## src/rtl/rd_port_arbiter.sv

```systemverilog
// Round-robin arbiter sharing the async FIFO read port between N_REQ consumers.
// A consumer is granted for at most BURST_LEN pops. The FIFO pop strobe follows
// the owner's request and the empty flag. Each popped word is registered and
// presented together with the owner's index.
module rd_port_arbiter #(
    parameter int unsigned N_REQ      = 4,
    parameter int unsigned BURST_LEN  = 4,
    parameter int unsigned DATA_WIDTH = 8,
    parameter int unsigned ID_WIDTH   = 2
) (
    input  logic                  r_clk,
    input  logic                  r_rst,
    input  logic [N_REQ-1:0]      req,
    output logic [N_REQ-1:0]      gnt,
    input  logic                  rempty,
    input  logic [DATA_WIDTH-1:0] rdata,
    output logic                  rinc,
    output logic                  out_valid,
    output logic [DATA_WIDTH-1:0] out_data,
    output logic [ID_WIDTH-1:0]   out_id
);

    localparam int unsigned CntW = $clog2(BURST_LEN) + 1;

    typedef enum logic [0:0] {StIdle, StGrant} state_e;

    state_e                state_q, state_d;
    logic [N_REQ-1:0]      gnt_q, gnt_d;
    logic [ID_WIDTH-1:0]   gidx_q, gidx_d;
    logic [ID_WIDTH-1:0]   rr_ptr_q, rr_ptr_d;
    logic [CntW-1:0]       cnt_q, cnt_d;
    logic                  out_valid_q, out_valid_d;
    logic [DATA_WIDTH-1:0] out_data_q, out_data_d;
    logic [ID_WIDTH-1:0]   out_id_q, out_id_d;

    logic [ID_WIDTH-1:0]   sel;
    logic                  sel_found;
    logic                  owner_req;
    logic                  pop;
    logic                  burst_done;
    logic                  leave;

    // State and datapath registers, asynchronously cleared
    always_ff @(posedge r_clk or negedge r_rst) begin
        if (!r_rst) begin
            state_q     <= StIdle;
            gnt_q       <= '0;
            gidx_q      <= '0;
            rr_ptr_q    <= '0;
            cnt_q       <= '0;
            out_valid_q <= 1'b0;
            out_data_q  <= '0;
            out_id_q    <= '0;
        end else begin
            state_q     <= state_d;
            gnt_q       <= gnt_d;
            gidx_q      <= gidx_d;
            rr_ptr_q    <= rr_ptr_d;
            cnt_q       <= cnt_d;
            out_valid_q <= out_valid_d;
            out_data_q  <= out_data_d;
            out_id_q    <= out_id_d;
        end
    end

    // Circular priority scan: first set request at or above rr_ptr, wrapping
    always_comb begin
        int unsigned idx;
        logic [ID_WIDTH-1:0] idx_w;
        sel       = rr_ptr_q;
        sel_found = 1'b0;
        idx       = 0;
        idx_w     = '0;
        for (int unsigned i = 0; i < N_REQ; i++) begin
            idx   = (32'(rr_ptr_q) + i) % N_REQ;
            idx_w = ID_WIDTH'(idx);
            if (!sel_found && req[idx_w]) begin
                sel       = idx_w;
                sel_found = 1'b1;
            end
        end
    end

    // Pop and burst-exit decode; only the owner's request can cause a pop
    always_comb begin
        owner_req  = |(req & gnt_q);
        pop        = (state_q == StGrant) && owner_req && !rempty;
        burst_done = pop && (cnt_q == CntW'(BURST_LEN - 1));
        leave      = (state_q == StGrant) && (burst_done || !owner_req);
    end

    // Next-state logic
    always_comb begin
        state_d = state_q;
        unique case (state_q)
            StIdle:  if (|req) state_d = StGrant;
            StGrant: if (leave) state_d = StIdle;
            default: state_d = StIdle;
        endcase
    end

    // Grant, burst counter, round-robin pointer and output capture next values
    always_comb begin
        gnt_d       = gnt_q;
        gidx_d      = gidx_q;
        rr_ptr_d    = rr_ptr_q;
        cnt_d       = cnt_q;
        out_valid_d = 1'b0;
        out_data_d  = out_data_q;
        out_id_d    = out_id_q;
        if (state_q == StIdle && |req) begin
            gnt_d  = {{(N_REQ-1){1'b0}}, 1'b1} << sel;
            gidx_d = sel;
            cnt_d  = '0;
        end
        if (pop) begin
            cnt_d       = cnt_q + 1'b1;
            out_valid_d = 1'b1;
            out_data_d  = rdata;
            out_id_d    = gidx_q;
        end
        if (leave) begin
            gnt_d    = '0;
            cnt_d    = '0;
            rr_ptr_d = (gidx_q == ID_WIDTH'(N_REQ - 1)) ? '0 : gidx_q + 1'b1;
        end
    end

    // Outputs; rinc is combinational so the pop lands in the same cycle
    always_comb begin
        gnt       = gnt_q;
        rinc      = pop;
        out_valid = out_valid_q;
        out_data  = out_data_q;
        out_id    = out_id_q;
    end

endmodule

```

## config.mk

```make
export PLATFORM = sky130hd
export DESIGN_NAME = rd_port_arbiter
export DESIGN_NICKNAME = d
export VERILOG_FILES = /design/src/rtl/rd_port_arbiter.sv
export SDC_FILE = /design/constraint.sdc
export NUM_CORES = 1
export LEC_CHECK = 0
export ABC_AREA = 1
export CORE_MARGIN = 8
export CORE_UTILIZATION = 51
export DETAILED_ROUTE_END_ITERATION = 6
export HOLD_SLACK_MARGIN = 0.02
export PLACE_DENSITY = 0.85
export SYNTH_ARGS = -nofsm -noshare
export SYNTH_HDL_FRONTEND = slang
export SYNTH_SLANG_ARGS = --single-unit
```

## constraint.sdc

```tcl
create_clock -name r_clk -period 4.38 [get_ports r_clk]
set_clock_uncertainty 0.2 [all_clocks]
set_input_delay 0.876 -clock r_clk [delete_from_list [all_inputs] [get_ports r_clk]]
set_output_delay 0.876 -clock r_clk [all_outputs]
set_load 0.02 [all_outputs]
```

==> metrics.md, run 1 <==
| Metric | Value |
|---|---|
| Largest net degree at the start of global routing | `24` |
| Reg2Reg Depth | `13` |
| Routed len/inst | `13.29 µm` |
| Clk buf depth | `2` |
| Total GRT Usage | `15.27%` |
| Die X | `66.47 µm` |
| Hold Crit Class | `reg -> reg` |
| Hold worst-path end | `out_data[3]` |
| Worst slew margin | `33.71%` |
| Net Count, Synth | `184` |
| Die ar. | `4418 µm²` |
| Final slew viol count | `0` |
| Register area | `575.6 µm²` |
| Post-synthesis cell area | `1299 µm²` |
| Height of the die | `66.47 µm` |
| Post-Place Cell Area | `1635 µm²` |
| Starting DRT DRC Count | `41` |
| Worst vdd ir | `442.3 µV` |
| Filler cells | `203` |
| Antenna diode count | `0` |
| Fmax | `0.2737 GHz` |
| Residual DRC | `0` |
| Crit-path max FO | `12` |
| RSZ-0062 raised after global routing | `no` |
| Setup TNS Final | `0 ps` |
| Avg Cell Area, Syn | `7.824 µm²` |
| Clock sinks | `23` |
| Period Utilization, post-route | `83.43%` |
| TritonRoute pass-1 iters | `4` |
| Sequential area share after synthesis | `44.32%` |
| Core area | `2455 µm²` |
| Post-route ant nets | `0` |
| DR vias | `1177` |
| Final worst path period need | `3654 ps` |
| PortBufs | `30` |
| Total grt overflow | `0` |
| Vias in the first global route | `1300` |
| Routability cong. | `0.9557` |
| Yosys warns | `0` |
| Most common cell after layout, fill and taps aside | `nand2_1` |
| Cts repair resizes | `0` |
| P per Cell Area | `705.4 nW/µm²` |
| Synth cell types | `24` |
| Number of synthesized register bits | `23` |
| Layout cells sized above 1 | `16.08%` |
| Max_cap viols | `0` |
| WS Path Type | `in -> out` |
| Min-delay src | `out_data[3]` |
| Clock root cell | `clkbuf_4` |
| Worst Setup End Kind | `output port` |
| Worst-Margin Slew | `991.2 ps` |
| Static Leak | `0.8507 nW` |
| Min-Delay Path Depth | `2` |
| IO Pins | `31` |
| Arr. time, crit path | `2580 ps` |
| Final wirelength | `3043 µm` |
| Max H-tree Level | `1` |
| DPL Wire Length | `2435 µm` |
| Status | `finished, final reports clean` |
| CTS Buf Count | `3` |
| Fin area | `1662 µm²` |
| Area grow syn2layout | `27.94%` |
| Most frequent cells in the layout | `nand2_1 (76), clkdlybuf4s50_1 (30), dfrtp_1 (23)` |
| First-pass GRT wire length | `5416 µm` |
| Startpoint Class | `primary input` |
| Starting density of the core | `52.91%` |
| Final #Nets | `218` |
| Clk pin slew, worst setup/hold paths | `120 ps` |
| Row count | `18` |
| Final Hold Fails | `0` |
| Flop2flop setup slack | `2310 ps` |
| Final setup violation count | `0` |
| Initial antenna violation count | `0` |
| Routed vias/inst | `5.140` |
| CTS tree | `built` |
| CP required | `3300 ps` |
| Clock Latency Late Sink | `310 ps` |
| FF-to-FF Start | `rr_ptr_q[0]` |
| Cells after Synth | `166` |
| CTS Hold Bufs | `0` |
| Setup Fix Bufs, Post-CTS | `0` |
| Multi-input logic area | `658.1 µm²` |
| R2r endpoint | `gnt[0]` |
## layer usage
layer,track usage (%),part of all wire (%),up-vias
met1,15.59,42,546
li1,-,-,591
met5,0,0,-
met3,4.866,7.0,8
met2,27.50,48,32
met4,7.200,2.5,0
## state kept, by name, indices dropped and copies added, names as in the netlist
register and cells:
state_q 1, out_data 8, gidx_q 2, out_id 2
cnt_q 3, out_valid 1, gnt 4, rr_ptr_q 2
## cells by family (layout without fill, tap and decap cells)
logic type | after synthesis | in the layout | share of synthesized area, %
fa+ha+maj | 3 | 3 | 2.890
compound gates | 10 | 10 | 4.527
simple gates | 114 | 114 | 43.26
buf+inv | 16 | 49 | 5.009
flops | 23 | 23 | 44.32
## final cells by class
| type | count | area share [%] |
|---|---|---|
| Sequential cell | 23 | 34.64 |
| Tap cell | 30 | 2.259 |
| Timing Repair Buffer | 32 | 18.98 |
| Clock buffer | 4 | 1.581 |
| Inverter | 13 | 2.937 |
| Multi-Input combinational cell | 127 | 39.61 |
## cells in the mapped netlist, drive strengths merged
library cell / count / share of area (%)
inv: 13 / 3.8
clkbuf: 1 / 0.29
o31ai: 1 / 0.58
ha: 3 / 2.9
nand4: 2 / 0.96
a21oi: 2 / 0.77
nand3b: 1 / 0.58
o21bai: 1 / 0.87
dfrtp: 23 / 44
nand2: 89 / 29
buf: 2 / 0.96
nor2: 5 / 3.7
nand3: 16 / 7.7
nor4: 1 / 0.96
o21ai: 6 / 2.3
## worst max-delay path by stage
stage | cells after the start | endpoint | startpoint | slack [ps]
CTS | 7 | rinc | req[1] | 720
finish | 7 | rinc | req[1] | 730
global placement | 7 | rinc | req[1] | 740
detailed placement | 7 | rinc | req[1] | 730
floorplan | 5 | rinc | req[1] | 1820
global route | 7 | rinc | req[1] | 640
## critical path, stage by stage
cell	delay, ps
clkdlybuf4s50_1	560
nand2_1	80
nand4_1	110
nand3_1	80
buf_4	180
inv_1	80
clkdlybuf4s50_1	600
## metrics by stage
stage / hold WS, ps / worst slack (ps) / util, % / power [mW] / instances
after floorplan: 245.9 / 1825 / - / 0.8592 / 166
after global placement: 257.0 / 740.3 / 66.62 / 1.053 / 225
after detailed placement: 264.8 / 734.6 / 66.62 / 1.081 / 225
after CTS: 296.4 / 718.3 / 67.69 / 1.182 / 229
after global routing: 324.4 / 641.1 / 67.69 / 1.274 / 229
final: 289.2 / 725.7 / 67.69 / 1.172 / 229
## report_power, final
group,internal (mW),leakage (nW),switching (mW),total (mW)
Clock,0.0355,0.0150,0.0627,0.0982
Combinational,0.274,0.540,0.435,0.710
Sequential,0.290,0.296,0.0740,0.364
(Power assumes the default switching activity.)
==> run 2, diff against run 1 <==
- CORE_UTILIZATION: 51 -> 44
- PLACE_DENSITY: 0.85 -> 0.78
- clock period: 4.38 -> 3.3 ns (I/O delays scaled with it)
==> run 2 against run 1 <==
Largest power group unchanged. Combinational power up 33%. Register-to-register slack worse by 1100 ps. Clock power is 30% higher.
==> metrics.md, run 2 (synthesized netlist as in run 1, its figures left out) <==
| Metric | Value |
|---|---|
| DR vias | `1179` |
| Cts repair resizes | `0` |
| Clock Latency Late Sink | `300 ps` |
| Max_cap viols | `0` |
| Met3 Use GR | `3.390%` |
| PortBufs | `30` |
| Clock power frac | `8.2%` |
| Switching Share | `48.83%` |
| RSZ-0062 raised after global routing | `no` |
| Starting DRT DRC Count | `93` |
| Static Leak | `0.8630 nW` |
| Final setup margin | `209.2 ps` |
| Antenna diode count | `0` |
| Hold Crit Class | `reg -> reg` |
| Final Power | `1.556 mW` |
| Largest net degree at the start of global routing | `24` |
| Min-Delay Path Depth | `2` |
| Initial antenna violation count | `0` |
| Slowest cell delay on critical path | `610 ps` |
| Total GRT Usage | `12.72%` |
| CP dominant cell by count | `clkdlybuf4s50_1` |
| Post-placement setup slack | `234.0 ps` |
| Critical path's slowest cell | `clkdlybuf4s50_1` |
| Setup Fix Bufs, Post-CTS | `0` |
| Critical path, cell by cell | `clkdlybuf4s50_1 -> nand2_1 -> nand4_1 -> nand3_1 -> inv_1 -> clkdlybuf4s50_1` |
| Clock sinks | `23` |
| Startpoint Class | `primary input` |
| Final Hold Fails | `0` |
| Fmax | `0.3235 GHz` |
| Area grow syn2layout | `29.29%` |
| TritonRoute pass-1 iters | `4` |
| Vias in the first global route | `1224` |
| Starting density of the core | `46.69%` |
| Setup TNS Final | `0 ps` |
| Period Utilization, post-route | `93.66%` |
| Reg2Reg Depth | `13` |
| Worst path depth | `6` |
| Residual DRC | `0` |
| Final slew viol count | `0` |
| Final wirelength | `3059 µm` |
| Clock root cell | `clkbuf_4` |
| Worst-Margin Slew | `495.6 ps` |
| Routed vias/inst | `5.082` |
| DPL Wire Length | `2440 µm` |
| Clk pin slew, worst setup/hold paths | `120 ps` |
| Routability cong. | `0.8640` |
| Final #Nets | `220` |
| Int Pwr | `0.7963 mW` |
| Reg power frac | `31.2%` |
| Met1 Usage GRT | `14.73%` |
| P per Cell Area | `926.8 nW/µm²` |
| Final setup violation count | `0` |
| Final worst path period need | `3091 ps` |
| CTS tree | `built` |
| First-pass GRT wire length | `5326 µm` |
| Die X | `70.33 µm` |
| Core area | `2781 µm²` |
| Max H-tree Level | `1` |
| Cell Count, Final, Fillers Out | `232` |
| Most frequent cells in the layout | `nand2_1 (76), clkdlybuf4s50_1 (30), dfrtp_1 (23)` |
| CP delay by family, top | `buffers and inverters` |
| Clk buf depth | `2` |
| IO Pins | `31` |
| Worst slew margin | `66.68%` |
| Post-route ant nets | `0` |
| Worst Setup End Kind | `output port` |
| CTS Hold Bufs | `0` |
| Height of the die | `70.33 µm` |
| Max reg flops | `8` |
| Most common cell after layout, fill and taps aside | `nand2_1` |
| Worst vdd ir | `596.0 µV` |
| Row count | `19` |
| Arr. time, crit path | `2230 ps` |
| Gr busiest metal | `met2` |
| Routed len/inst | `13.19 µm` |
| Combinational power share | `60.6%` |
| Status | `finished, final reports clean` |
| Placed cells | `228` |
| Global Route met2 Usage | `22.13%` |
| CP required | `2440 ps` |
| WS Path Type | `in -> out` |
| Layout cells sized above 1 | `17.41%` |
| Total grt overflow | `0` |
| Crit path buf inv count | `3` |
| Crit-path max FO | `5` |
| CTS Buf Count | `3` |
| Die ar. | `4946 µm²` |
| P_sw | `0.7599 mW` |
run 2: area by class of cell:
cell class	count	area [µm²]
Multi-Input combinational cell	127	658.1
Inverter	13	48.80
Tap cell	31	38.79
Fill cell	258	1102
Clock buffer	3	22.52
Clock inverter	1	5.005
Timing Repair Buffer	34	330.3
Sequential cell	23	575.6
run 2: final timing paths:
check                            startpoint          end  slack (ps)
worst min register to register  out_data[7]  out_data[7]         290
worst max register to register  rr_ptr_q[0]       gnt[0]        1240
max in group asynchronous             r_rst  rr_ptr_q[1]        2190
worst min-delay path            out_data[7]  out_data[7]         290
min in group asynchronous             r_rst  out_data[3]         490
worst max-delay path                 req[0]         rinc         210
run 2: tightest hold or removal path: stages (launching register included):
cell and delay, ps:
dfrtp_1 370, nand2_1 50, nand2_1 50
run 2: power groups by stage:
stage | registers [mW] | clock network (mW) | logic, mW
5_1_grt | 0.499 | 0.146 | 1.05
3_5_place_dp | 0.489 | 0 | 0.946
4_1_cts | 0.485 | 0.133 | 0.952
3_3_place_gp | 0.485 | 0 | 0.924
6_report | 0.485 | 0.128 | 0.943
2_1_floorplan | 0.541 | 0 | 0.599
run 2: metrics by stage:
step	utilization, %	cell area (µm²)	hold WS (ps)
after floorplan	-	1299	164.4
after global placement	59.38	1652	257.6
after detailed placement	59.38	1652	264.5
after CTS	60.37	1679	296.4
after global routing	60.37	1679	316.2
final	60.37	1679	293.4
run 2: metal layers:
metal / vias up / routed length [µm]
met2: 40 / 1462
li1: 594 / -
met1: 541 / 1353
met3: 4 / 219
met5: - / 0
met4: 0 / 23
